## config.mk

```make
export PLATFORM = sky130hd
export DESIGN_NAME = traffic_intersection_fsm
export DESIGN_NICKNAME = d
export VERILOG_FILES = /design/src/rtl/traffic_intersection_fsm.sv
export SDC_FILE = /design/constraint.sdc
export NUM_CORES = 1
export LEC_CHECK = 0
export BUFFER_PORTS_ARGS = -buffer_cell sky130_fd_sc_hd__buf_4
export CORE_MARGIN = 3
export CORE_UTILIZATION = 30
export DETAILED_ROUTE_END_ITERATION = 8
export GPL_TIMING_DRIVEN = 0
export PLACE_DENSITY_LB_ADDON = 0.25
export SKIP_LAST_GASP = 1
export SLEW_MARGIN = 0
export SYNTH_ARGS = -nofsm -noshare
export SYNTH_HDL_FRONTEND = slang
export SYNTH_SLANG_ARGS = --single-unit
```

## constraint.sdc

```tcl
create_clock -name clk -period 2.34 [get_ports clk]
set_input_delay 0.468 -clock clk [delete_from_list [all_inputs] [get_ports clk]]
set_output_delay 0.468 -clock clk [all_outputs]
set_load 0.05 [all_outputs]
```

## src/rtl/traffic_intersection_fsm.sv

```systemverilog
// Two-approach intersection controller: NS/EW heads, all-red clearance, latched
// pedestrian walk phase and a flashing-yellow fallback, all timed in tick strobes.
module traffic_intersection_fsm #(
  parameter int TIMER_W      = 8,
  parameter int GREEN_TICKS  = 30,
  parameter int YELLOW_TICKS = 10,
  parameter int ALLRED_TICKS = 5,
  parameter int PED_TICKS    = 20,
  parameter int FLASH_TICKS  = 4
) (
  input  logic       clk,
  input  logic       rst,
  input  logic       enable,
  input  logic       flash,
  input  logic       tick,
  input  logic       ped_req,
  output logic [1:0] light_ns,
  output logic [1:0] light_ew,
  output logic       ped_walk,
  output logic       ped_pending,
  output logic [3:0] phase
);

  // state    | meaning
  // OFF      | disabled, both heads dark
  // FLASH    | flashing yellow, flash_on selects lit/dark half-period
  // ALLRED_A | clearance before NS green
  // PED_A    | walk phase before NS green
  // NS_G     | NS green
  // NS_Y     | NS yellow
  // ALLRED_B | clearance before EW green
  // PED_B    | walk phase before EW green
  // EW_G     | EW green
  // EW_Y     | EW yellow
  typedef enum logic [3:0] {
    S_OFF      = 4'd0,
    S_FLASH    = 4'd1,
    S_ALLRED_A = 4'd2,
    S_PED_A    = 4'd3,
    S_NS_G     = 4'd4,
    S_NS_Y     = 4'd5,
    S_ALLRED_B = 4'd6,
    S_PED_B    = 4'd7,
    S_EW_G     = 4'd8,
    S_EW_Y     = 4'd9
  } state_t;

  localparam logic [1:0] L_OFF = 2'd0;
  localparam logic [1:0] L_RED = 2'd1;
  localparam logic [1:0] L_YEL = 2'd2;
  localparam logic [1:0] L_GRN = 2'd3;

  localparam longint TICK_MAX = longint'(1) << TIMER_W;

  if (GREEN_TICKS < 1 || longint'(GREEN_TICKS) > TICK_MAX ||
      YELLOW_TICKS < 1 || longint'(YELLOW_TICKS) > TICK_MAX ||
      ALLRED_TICKS < 1 || longint'(ALLRED_TICKS) > TICK_MAX ||
      PED_TICKS < 1 || longint'(PED_TICKS) > TICK_MAX ||
      FLASH_TICKS < 1 || longint'(FLASH_TICKS) > TICK_MAX) begin : g_bad_ticks
    $error("traffic_intersection_fsm: every *_TICKS must lie in 1..2^TIMER_W");
  end

  // Terminal counts: the timer counts up from 0 and the state advances at DUR-1.
  localparam logic [TIMER_W-1:0] GREEN_LAST  = TIMER_W'(GREEN_TICKS - 1);
  localparam logic [TIMER_W-1:0] YELLOW_LAST = TIMER_W'(YELLOW_TICKS - 1);
  localparam logic [TIMER_W-1:0] ALLRED_LAST = TIMER_W'(ALLRED_TICKS - 1);
  localparam logic [TIMER_W-1:0] PED_LAST    = TIMER_W'(PED_TICKS - 1);
  localparam logic [TIMER_W-1:0] FLASH_LAST  = TIMER_W'(FLASH_TICKS - 1);

  state_t               state, state_n, seq_n;
  logic [TIMER_W-1:0]   timer, timer_n, last;
  logic                 pend_n, flash_on, flash_on_n;
  logic                 timed, in_ped, want_ped;

  always_ff @(posedge clk) begin
    if (rst) begin
      state       <= S_OFF;
      timer       <= '0;
      ped_pending <= 1'b0;
      flash_on    <= 1'b0;
    end else begin
      state       <= state_n;
      timer       <= timer_n;
      ped_pending <= pend_n;
      flash_on    <= flash_on_n;
    end
  end

  always_comb begin
    state_n    = state;
    timer_n    = timer;
    pend_n     = ped_pending;
    flash_on_n = flash_on;
    last       = '0;
    seq_n      = S_OFF;
    timed      = 1'b1;
    in_ped     = 1'b0;
    want_ped   = ped_pending | ped_req;

    case (state)
      S_ALLRED_A: begin last = ALLRED_LAST; seq_n = want_ped ? S_PED_A : S_NS_G; end
      S_PED_A:    begin last = PED_LAST;    seq_n = S_NS_G; in_ped = 1'b1; end
      S_NS_G:     begin last = GREEN_LAST;  seq_n = S_NS_Y; end
      S_NS_Y:     begin last = YELLOW_LAST; seq_n = S_ALLRED_B; end
      S_ALLRED_B: begin last = ALLRED_LAST; seq_n = want_ped ? S_PED_B : S_EW_G; end
      S_PED_B:    begin last = PED_LAST;    seq_n = S_EW_G; in_ped = 1'b1; end
      S_EW_G:     begin last = GREEN_LAST;  seq_n = S_EW_Y; end
      S_EW_Y:     begin last = YELLOW_LAST; seq_n = S_ALLRED_A; end
      default:    timed = 1'b0;
    endcase

    if (!enable) begin
      state_n    = S_OFF;
      timer_n    = '0;
      pend_n     = 1'b0;
      flash_on_n = 1'b0;
    end else if (state == S_OFF) begin
      timer_n = '0;
      if (flash) begin
        state_n    = S_FLASH;
        flash_on_n = 1'b1;
      end else begin
        state_n = S_ALLRED_A;
      end
    end else if (state == S_FLASH) begin
      if (!flash) begin
        state_n    = S_ALLRED_A;
        timer_n    = '0;
        flash_on_n = 1'b0;
      end else if (tick) begin
        if (timer == FLASH_LAST) begin
          timer_n    = '0;
          flash_on_n = ~flash_on;
        end else begin
          timer_n = timer + TIMER_W'(1);
        end
      end
    end else if (timed) begin
      if (ped_req && !in_ped) pend_n = 1'b1;
      if (flash) begin
        state_n    = S_FLASH;
        timer_n    = '0;
        flash_on_n = 1'b1;
      end else if (tick) begin
        if (timer == last) begin
          state_n = seq_n;
          timer_n = '0;
          // Entering a walk phase consumes the request, including one arriving this cycle.
          if (seq_n == S_PED_A || seq_n == S_PED_B) pend_n = 1'b0;
        end else begin
          timer_n = timer + TIMER_W'(1);
        end
      end
    end else begin
      state_n    = S_OFF;
      timer_n    = '0;
      pend_n     = 1'b0;
      flash_on_n = 1'b0;
    end
  end

  always_comb begin
    light_ns = L_OFF;
    light_ew = L_OFF;
    ped_walk = 1'b0;
    case (state)
      S_FLASH: begin
        light_ns = flash_on ? L_YEL : L_OFF;
        light_ew = flash_on ? L_YEL : L_OFF;
      end
      S_ALLRED_A, S_ALLRED_B: begin light_ns = L_RED; light_ew = L_RED; end
      S_PED_A, S_PED_B: begin light_ns = L_RED; light_ew = L_RED; ped_walk = 1'b1; end
      S_NS_G: begin light_ns = L_GRN; light_ew = L_RED; end
      S_NS_Y: begin light_ns = L_YEL; light_ew = L_RED; end
      S_EW_G: begin light_ns = L_RED; light_ew = L_GRN; end
      S_EW_Y: begin light_ns = L_RED; light_ew = L_YEL; end
      default: ;
    endcase
  end

  assign phase = state;

endmodule

```

**Word level (Yosys, flattened, before mapping)**

Cells that the tools add are included.

- Register bits: 14
- Bits of input ports: 6
- Output and inout port bits: 10
- Word-level logic and storage cells: 85

- $add $sub $neg: 1
- Equality and inequality tests: 20
- Multiplexer cells: 38
- Bitwise operators: 5
- Reductions and logical operators: 17

Operators with widths:

| cell | number |
|---|---|
| 8-bit 2-to-1 mux | 8 |
| 4-bit 2-to-1 mux | 8 |
| 4-bit case mux with 8 select lines | 1 |
| 4-bit by 3-bit equality test with 1-bit output, second input constant | 5 |
| 5-bit case mux with 4 select lines | 1 |
| 2-bit case mux with 4 select lines | 2 |
| 1-bit 2-to-1 mux | 15 |
| 4-bit by 2-bit equality test with 1-bit output, second input constant | 3 |
| 6-bit OR reduction | 2 |
| 2-bit OR reduction | 5 |
| 8-bit by 1-bit adder with 8-bit output, second input constant | 1 |
| 4-bit equality test, second input constant | 2 |
| 8-bit by 2-bit equality test with 1-bit output, second input constant | 1 |
| 8-bit equality test | 1 |
| 4-bit by 3-bit inequality test with 1-bit output, second input constant | 2 |
| 8-bit OR reduction | 1 |
| 3-bit inequality test, second input constant | 2 |
| 2-bit AND reduction | 3 |
| 5-bit by 2-bit inequality test with 1-bit output, second input constant | 1 |
| 5-bit by 3-bit inequality test with 1-bit output, second input constant | 1 |
| 4-bit by 1-bit equality test with 1-bit output, second input constant | 1 |
| 4-bit logical NOT | 1 |
| 2-bit 2-to-1 mux | 2 |
| 4-bit inequality test, second input constant | 1 |
| other kinds (8) | 11 |

**Depth between registers and ports, before layout**

Gate-level depths: netlist of the first run.

- Depth in word-level cells: 11
- Depth in mapped cells: 7
- Mapped depth without buffers: 6

**Worst setup path before layout of the first run**

Ideal clock, no wire load.

- Path type: register to output
- Start point: register state[1] (netlist: phase[1])
- End point: output port light_ns[0]
- Arrival: 2.180 ns
- Data required time: 1.872 ns
- Setup slack: -0.308 ns
- Stages on the path, launching flop included: 5
- Path buffers: 2
- Cell sequence: dfxtp_1 -> buf_6 -> buf_2 -> a21oi_1 -> o21ai_0

- Longest elaborated chain between the ends: 3
- Elaborated cells on any way between the ends: 11
- Those cells by class: eq/ne (9); mux (1); reduce/logical (1)

RTL lines:

| what | RTL line | text |
|---|---|---|
| from (decl) | 70 | `state_t state, state_n, seq_n;` |
| from (signal assigned) | 82 | `state <= state_n;` |
| 4-bit by 2-bit equality test with 1-bit output, or another cell as far along | 166 | `case (state)` |
| 6-bit OR reduction (no source line) | - |  |
| 2-bit case mux with 4 select lines * | 166 |  |
| to (decl) | 17 | `output logic [1:0] light_ns,` |

Every way passes the cells marked *; elsewhere a longest branch is shown, timed or not.

**Worst setup path in the final report of the first run**

- Start point: register state[0] (netlist: phase[0])
- End point: output port light_ns[0]

The elaborated chain is that of the path after synthesis.

==> run summary, run 1 <==
Status -> finished clean
Worst setup EP type -> output pin
Crit-path cells -> buf_2 > inv_1 > a21oi_1 > o21ai_1 > buf_4
Non-filler cells, final -> 208
Layout cells sized above 1 -> 26.3%
Int Pwr -> 0.000436 W
Layout Skew -> 0.00354 ns
Post-synth EDFFs -> 0
Logic gate share of total power -> 20.5%
Crit-path max FO -> 10
#FFs+latches synth -> 14
Worst-margin pin slew -> 0.587 ns
Synth Area per Inst -> 8.24 um^2
Cells after DPL -> 204
Period Utilization, post-route -> 86.7%
Register area share after synthesis -> 24.0%
Core region area -> 0.00372 mm^2
Crit-path leading delay family -> buffers and inverters
CTS buffer count -> 3
Syn Inst Count -> 142
Ys Warns -> 0
DIE WIDTH -> 68.4 um
Worst path max stage delay -> 0.44 ns
Sequential power share -> 40.6%
Synth Flop Type -> dfxtp_1
P per Cell Area -> 435 mW/mm^2
Final net count -> 168
# H-tree levels -> 1
CTS tree -> built
Antenna cells -> 0
LEAKAGE -> 0.541 nW
Clock latency on the worst-skew pair -> 0.25 ns
Ports -> 16
Final setup viols -> 0
Critical-path top delay cell -> dfxtp_1
Clk buf depth -> 2
Max-slew headroom -> 60.4%
DR iter-0 viols -> 61
Final Max Tran Viols -> 0
Clock share of power -> 38.9%
DRC -> 0
CP required -> 1.87 ns
Worst Path Class, Setup -> reg -> out
Via count -> 1123
Clock Pin Slew Worst Setup and Hold Paths -> 0.06 ns
Final wirelength -> 2.86 mm
Critical path buffers and inverters -> 3
Die Area -> 0.00468 mm^2
Number of iterations in the first detailed-routing pass -> 4
Mapped cell area -> 0.00117 mm^2
Async S/R FF share, synth -> 0%
GP Congestion -> 0.864
Initial core utilization -> 31.5%
DR vias/cell -> 5.40
Die Y -> 68.4 um
I/O Buffers -> 14
GRT overflow -> 0
Upper clock frequency limit -> 493 MHz
WL/cell -> 13.7 um
Cts hold-fix bufs -> 0
# rows -> 22
Initial antenna violation count -> 0
Synthesized Nets -> 149
VDD IR-drop max -> 0.000186 V
Antenna viol nets, final -> 0
Critical path launch point type -> register
Area Overhead vs Synth -> 19.7%
Sw Pwr -> 0.000173 W
Fin Setup TNS -> 0 ns
Filler cell count -> 394
Setup Buffers After CTS -> 0
Pin count of the biggest net entering global routing -> 11
Hold Crit Class -> in -> reg
Sw frac -> 28.4%
First-pass GRT wire length -> 4.97 mm
GRT Util Overall -> 13.6%
Post-detail-place hpwl -> 2.21 mm
# resized after CTS -> 0
CTS root buf -> clkbuf_8
Number of global-route vias before repair -> 1086
Fin crit period -> 2.03 ns
Fin. Hold Viols -> 0
Worst EP arrival -> 1.56 ns
Unrepaired setup endpoints after global routing -> no
Clock Sinks -> 14
Post-synth cell types -> 54
Max-cap violations -> 0
## power by group through the flow
| stage | registers [W] | logic, W | clock network (W) |
|---|---|---|---|
| after floorplan | 0.000260 | 0.0000838 | 0 |
| after global placement | 0.000252 | 0.000123 | 0 |
| after detailed placement | 0.000252 | 0.000124 | 0 |
| after CTS | 0.000247 | 0.000125 | 0.000242 |
| after global routing | 0.000248 | 0.000134 | 0.000254 |
| final | 0.000247 | 0.000125 | 0.000237 |
## final timing paths
kind / from / to / slack, ns / cells after the start
max: phase[0] / light_ns[0] / 0.31 / 5
min: flash / phase[3] / 0.47 / 2
max reg2reg: timer[0] / timer[1] / 0.37 / 6
min reg2reg: ped_pending / ped_pending / 0.50 / 2
## cell usage in the layout, fill, tap and decap left out, types with 2 or more instances in the layout
cell and n:
nand2b_1 2, nand3_1 13, o21ai_0 6, dfxtp_1 14, nor3_1 3, a21oi_1 10
buf_2 3, buf_4 18, xnor2_1 2, o21ai_1 4, clkbuf_8 4, buf_6 3
o21bai_1 2, inv_1 4, a211oi_1 2, and3b_1 2, nor2_1 14, xor2_1 6
nand4_1 2, nor2b_1 2, nor3_2 2, nand2_1 8
## cell families after synthesis
kind of cell | synth area share [%]
xor gates and xnor gates | 5.99
DFF | 24.0
and+or+nand+nor | 28.9
muxes | 0.856
adders and majority gates | 1.92
AOI/OAI and AO/OA | 30.1
buffers and inverters | 8.34
## flip-flops by register name (all words and copies together) (netlist names)
register,count
flash_on,1
ped_pending,1
phase,4
timer,8
## per-layer routing
| metal | GRT usage, % | up-vias | routed length, um |
|---|---|---|---|
| met5 | 0 | - | 0 |
| met3 | 1.48 | 5 | 138 |
| li1 | - | 556 | - |
| met1 | 17.6 | 525 | 1340 |
| met4 | 4.96 | 0 | 44 |
| met2 | 23.0 | 37 | 1330 |
## per-stage QoR
stage	hold slack [ns]	total power [W]	instance area (um^2)	utilization [%]	setup WS, ns
finish	0.466	0.000609	1400	37.7	0.311
global route	0.476	0.000636	1400	37.7	0.228
CTS	0.465	0.000614	1400	37.7	0.308
detailed placement	0.494	0.000377	1350	36.2	0.367
global placement	0.480	0.000375	1350	36.2	0.379
floorplan	0.480	0.000344	1180	-	0.0529
## cell usage after synthesis (3+ instances only)
library cell | count | area share (%)
o21ai_0 | 8 | 3.4
buf_6 | 3 | 2.9
nand3_1 | 13 | 5.6
buf_4 | 4 | 2.6
nand2_1 | 8 | 2.6
nor3_1 | 5 | 2.1
dfxtp_1 | 14 | 24
inv_1 | 4 | 1.3
nor2_1 | 14 | 4.5
buf_2 | 3 | 1.3
xor2_1 | 6 | 4.5
a21oi_1 | 10 | 4.3
## area by class of cell
cell class	count	area, um^2	share of cell area [%]
multi-input combinational	113	802	57.3
sequential	14	280	20.0
timing repair buffer	14	105	7.51
buffer	11	82.6	5.90
tap	48	60.1	4.29
clock buffer	4	55.1	3.93
inverter	4	15.0	1.07
## worst register-to-register path, cell delays in order, from the launching register on
cell and delay, ns:
dfxtp_1 0.43, ha_1 0.20, or4b_1 0.48, o21a_1 0.23, o31ai_4 0.31, a31o_4 0.18
nor2_1 0.05
No activity file was read; power rests on OpenSTA's default activity.
==> run 2, diff against run 1 <==
==> constraint.sdc (replaced) <==
create_clock -name clk -period 2.34 [get_ports clk]
set_input_delay 0.468 -clock clk [delete_from_list [all_inputs] [get_ports clk]]
set_output_delay 0.468 -clock clk [all_outputs]
set_load 0.02 [all_outputs]
==> run 2 against run 1 <==
Total power decreased by 2.1%. Sequential share of layout area grew 0.14 points. Global-route usage is the same. Wire length increased by 0.91%. Clock-buffer cell count unchanged. Setup slack improved by 0.010 ns.
==> run summary, run 2 (synthesis results as in run 1) <==
Met3 Resource Use GR -> 1.64%
Hold Crit Class -> in -> reg
Worst-margin pin slew -> 0.631 ns
Most flop-heavy register -> timer
Final setup viols -> 0
Worst EP arrival -> 1.55 ns
Crit-path max FO -> 10
Crit-path cells -> buf_6 > nor2_2 > nand2_1 > o21ai_0 > buf_4
GR Util met2 -> 21.9%
Number of iterations in the first detailed-routing pass -> 4
Max reg flops -> 8
First-pass GRT wire length -> 4.82 mm
Critical-path top delay cell -> dfxtp_1
Fin area -> 0.00139 mm^2
Int Pwr -> 0.000436 W
Clock Pin Slew Worst Setup and Hold Paths -> 0.06 ns
Period Utilization, post-route -> 86.3%
# resized after CTS -> 0
P per Cell Area -> 429 mW/mm^2
Ports -> 16
Number of global-route vias before repair -> 1027
Fin Setup TNS -> 0 ns
Via count -> 1104
Commonest non-fill, non-tap cell in the layout -> buf_4
Crit-path leading delay family -> simple AND/OR/NAND/NOR gates
Worst path max stage delay -> 0.35 ns
WL/cell -> 13.9 um
Die Y -> 68.4 um
Final Max Tran Viols -> 0
Status -> finished clean
Worst Path Class, Setup -> reg -> out
Clk buf depth -> 2
Sw frac -> 26.9%
DR iter-0 viols -> 60
Clock Sinks -> 14
CTS buffer count -> 3
Final Util -> 37.4%
Setup Buffers After CTS -> 0
DRC -> 0
CTS root buf -> clkbuf_8
# rows -> 22
I/O Buffers -> 14
Initial antenna violation count -> 0
Logic gate share of total power -> 18.3%
Max-cap violations -> 0
Post-place instance area -> 0.00134 mm^2
Final net count -> 168
Upper clock frequency limit -> 495 MHz
Sequential power share -> 41.4%
Layout cells sized above 1 -> 25.0%
Fin crit period -> 2.02 ns
Cts hold-fix bufs -> 0
Die Area -> 0.00468 mm^2
Worst setup EP type -> output pin
Antenna cells -> 0
Unrepaired setup endpoints after global routing -> no
DIE WIDTH -> 68.4 um
Final wirelength -> 2.88 mm
Critical path launch point type -> register
Antenna viol nets, final -> 0
GP Congestion -> 0.849
Clock latency on the worst-skew pair -> 0.25 ns
GRT overflow -> 0
Core region area -> 0.00372 mm^2
Filler cell count -> 408
Total Power -> 0.000596 W
Critical path buffers and inverters -> 2
GRT Util Overall -> 13.6%
Pin count of the biggest net entering global routing -> 11
LEAKAGE -> 0.532 nW
Sw Pwr -> 0.000161 W
Area Overhead vs Synth -> 18.8%
CTS tree -> built
VDD IR-drop max -> 0.000166 V
Fin. Hold Viols -> 0
Layout Skew -> 0.00149 ns
Gr busiest metal -> met2
Most frequent cells in the layout -> buf_4, nor2_1, dfxtp_1
Post-detail-place hpwl -> 2.18 mm
CP required -> 1.87 ns
DR vias/cell -> 5.31
# H-tree levels -> 1
Initial core utilization -> 31.5%
Hold_ws -> 0.469 ns
Met1 Use GR -> 18.0%
Clock share of power -> 40.3%
Max-slew headroom -> 57.5%
## run 2: cell counts in the layout (fill, tap and decap cells not counted)
No cell type changed its count.
## run 2: through the flow
stage | instances | setup WS, ns
CTS | 208 | 0.331
floorplan | 142 | 0.465
detailed placement | 204 | 0.375
finish | 208 | 0.321
global route | 208 | 0.237
global placement | 204 | 0.375
## run 2: path summary, 6_finish.rpt
path | from | depth (start not counted) | slack, ns | end
max | phase[1] | 5 | 0.32 | light_ew[0]
min | flash | 2 | 0.47 | phase[3]
max reg2reg | timer[0] | 6 | 0.38 | timer[2]
min reg2reg | ped_pending | 2 | 0.51 | ped_pending
## run 2: power groups by stage
stage / clock network [W] / logic, W / registers (W)
final: 0.000240 / 0.000109 / 0.000247
after global routing: 0.000260 / 0.000118 / 0.000247
after CTS: 0.000246 / 0.000109 / 0.000247
after detailed placement: 0 / 0.000109 / 0.000252
after global placement: 0 / 0.000107 / 0.000252
after floorplan: 0 / 0.0000746 / 0.000254
## run 2: worst register-to-register path, delay by kind of cell (launching register included)
family                     cells  cell delay (ns)
AOI/OAI and AO/OA              3             0.69
and+or+nand+nor                2             0.53
DFF                            1             0.43
adders and majority gates      1             0.19
## run 2: cell type report
class	instances	area, um^2	share of cell area (%)
Multi-Input combinational cell	113	792	57.0
Buffer	11	82.6	5.94
Sequential cell	14	280	20.2
Inverter	4	15.0	1.08
Timing Repair Buffer	14	105	7.56
Clock buffer	4	55.1	3.96
Tap cell	48	60.1	4.32
## run 2: routing by layer
layer | part of all wire [%] | routed length (um) | up-vias
met5 | 0 | 0 | -
met4 | 2.0 | 57 | 0
met3 | 2.8 | 82 | 5
met2 | 45 | 1300 | 22
met1 | 50 | 1440 | 521
li1 | - | - | 556
==> run 3, diff against run 2 <==
--- a/config.mk
+++ b/config.mk
@@ -10,7 +10,6 @@
 export CORE_UTILIZATION = 30
 export DETAILED_ROUTE_END_ITERATION = 8
 export GPL_TIMING_DRIVEN = 0
-export PLACE_DENSITY_LB_ADDON = 0.25
 export SKIP_LAST_GASP = 1
 export SLEW_MARGIN = 0
 export SYNTH_ARGS = -nofsm -noshare
==> run 3 against run 2 <==
Setup slack worse by 0.0077 ns. Clock-buffer cell count unchanged. Sequential power about the same. Wire length increased by 2.0%. Global-route usage shrank 0.56 points. Largest power group unchanged. Maximum frequency fell by 0.38%. Clock skew is 0.0049 ns higher. Final area stayed put. Flip-flop and latch count is the same. Final cell count stayed put. Critical path type unchanged. Non-clock buffer count stayed put. Total power shrank 0.10%.
==> run summary, run 3 (synthesis results as in run 1) <==
DIE WIDTH -> 68.4 um
Hold Startpoint -> flash
DR iter-0 viols -> 58
Unrepaired setup endpoints after global routing -> no
Cells after DPL -> 204
Ports -> 16
Layout cells sized above 1 -> 25.0%
Clock Sinks -> 14
GRT overflow -> 0
Worst EP arrival -> 1.56 ns
GRT Util Overall -> 13.0%
CP required -> 1.87 ns
Max-cap violations -> 0
Crit-path leading delay family -> simple AND/OR/NAND/NOR gates
GP Congestion -> 0.872
Crit-path cells -> buf_6 > nor2_2 > nand2_1 > o21ai_0 > buf_4
Worst reg2reg path depth -> 6
Core region area -> 0.00372 mm^2
Clk buf depth -> 2
Pin count of the biggest net entering global routing -> 11
Fin crit period -> 2.03 ns
Reg-to-Reg End -> ped_pending
Fin Setup TNS -> 0 ns
Worst setup EP type -> output pin
R2R Path Start -> timer[0]
Pre-CTS WS -> 0.360 ns
Final wirelength -> 2.94 mm
Clock latency on the worst-skew pair -> 0.25 ns
Crit-path max FO -> 10
Critical-path top delay cell -> dfxtp_1
Via count -> 1114
Worst path max stage delay -> 0.35 ns
Most flop-heavy register -> timer
Upper clock frequency limit -> 494 MHz
Initial core utilization -> 31.5%
Commonest non-fill, non-tap cell in the layout -> buf_4
Clock Pin Slew Worst Setup and Hold Paths -> 0.06 ns
Worst Path Class, Setup -> reg -> out
Status -> finished clean
CTS tree -> built
WHS Path Cells -> 2
Layout Skew -> 0.00636 ns
Worst-margin pin slew -> 0.630 ns
DRC -> 0
Antenna viol nets, final -> 0
Final worst slack -> 0.314 ns
Max-slew headroom -> 57.5%
Post-detail-place hpwl -> 2.16 mm
Critical path launch point type -> register
Worst reg2reg setup slack -> 0.34 ns
Area Overhead vs Synth -> 18.8%
Footprint of the multi-input gates -> 792 um^2
Setup Buffers After CTS -> 0
P per Cell Area -> 429 mW/mm^2
Cts hold-fix bufs -> 0
Final setup viols -> 0
Die Area -> 0.00468 mm^2
Hold Crit Class -> in -> reg
Antenna cells -> 0
Number of iterations in the first detailed-routing pass -> 4
VDD IR-drop max -> 0.000166 V
# resized after CTS -> 0
Hold worst-path end -> phase[3]
Max reg flops -> 8
Period Utilization, post-route -> 86.6%
Non-filler cells, final -> 208
Critical path buffers and inverters -> 2
First-pass GRT wire length -> 4.63 mm
# H-tree levels -> 1
Filler cell count -> 377
Most frequent cells in the layout -> buf_4, nor2_1, dfxtp_1
WL/cell -> 14.1 um
Fin. Hold Viols -> 0
I/O Buffers -> 14
# rows -> 22
Die Y -> 68.4 um
Crit. Startpoint -> phase[1]
LEAKAGE -> 0.532 nW
FF+latch area -> 280 um^2
Number of global-route vias before repair -> 979
CTS buffer count -> 3
DR vias/cell -> 5.36
Final net count -> 168
Final Max Tran Viols -> 0
Initial antenna violation count -> 0
CTS root buf -> clkbuf_8
run 3: cell counts in the layout (fill, tap and decap cells not counted):
No cell type changed its count.
run 3: cell type report:
cell class              count  share of cell area (%)
flip-flops and latches     14                    20.2
plain buffers              11                    5.94
well taps                  48                    4.32
inverters                   4                    1.08
repair buffers             14                    7.56
multi-input cells         113                    57.0
clock buffers               4                    3.96
run 3: where the power goes:
part           leakage (nW)  total, W  internal [W]  switching [W]
sequential            0.113  0.000247      0.000242     0.00000497
clock                0.0288  0.000239      0.000149      0.0000901
combinational         0.390  0.000109     0.0000444      0.0000650
run 3: through the flow:
step	power [W]	area (um^2)	utilization, %	hold slack (ns)
floorplan	0.000329	1170	-	0.480
global placement	0.000358	1340	35.9	0.477
detailed placement	0.000360	1340	35.9	0.494
CTS	0.000601	1390	37.4	0.462
global route	0.000622	1390	37.4	0.476
finish	0.000596	1390	37.4	0.471
run 3: worst max path at each step:
stage | end | depth (start not counted)
final | light_ew[0] | 5
after global placement | timer[5] | 7
after CTS | light_ew[0] | 5
after detailed placement | timer[5] | 7
after floorplan | phase[3] | 7
after global routing | light_ew[0] | 5
run 3: per-layer routing:
layer / global-route usage (%) / share of wire, % / up-vias
li1: - / - / 556
met1: 17.3 / 46 / 513
met2: 20.7 / 48 / 39
met3: 2.13 / 4.9 / 6
met4: 5.46 / 1.5 / 0
met5: 0 / 0 / -
run 3: worst register-to-register path: stages, from the launching register on:
cell	delay (ns)
dfxtp_1	0.37
or3_1	0.41
a211o_1	0.34
a31oi_4	0.25
nand2_4	0.08
nor4_1	0.32
o21ai_1	0.12
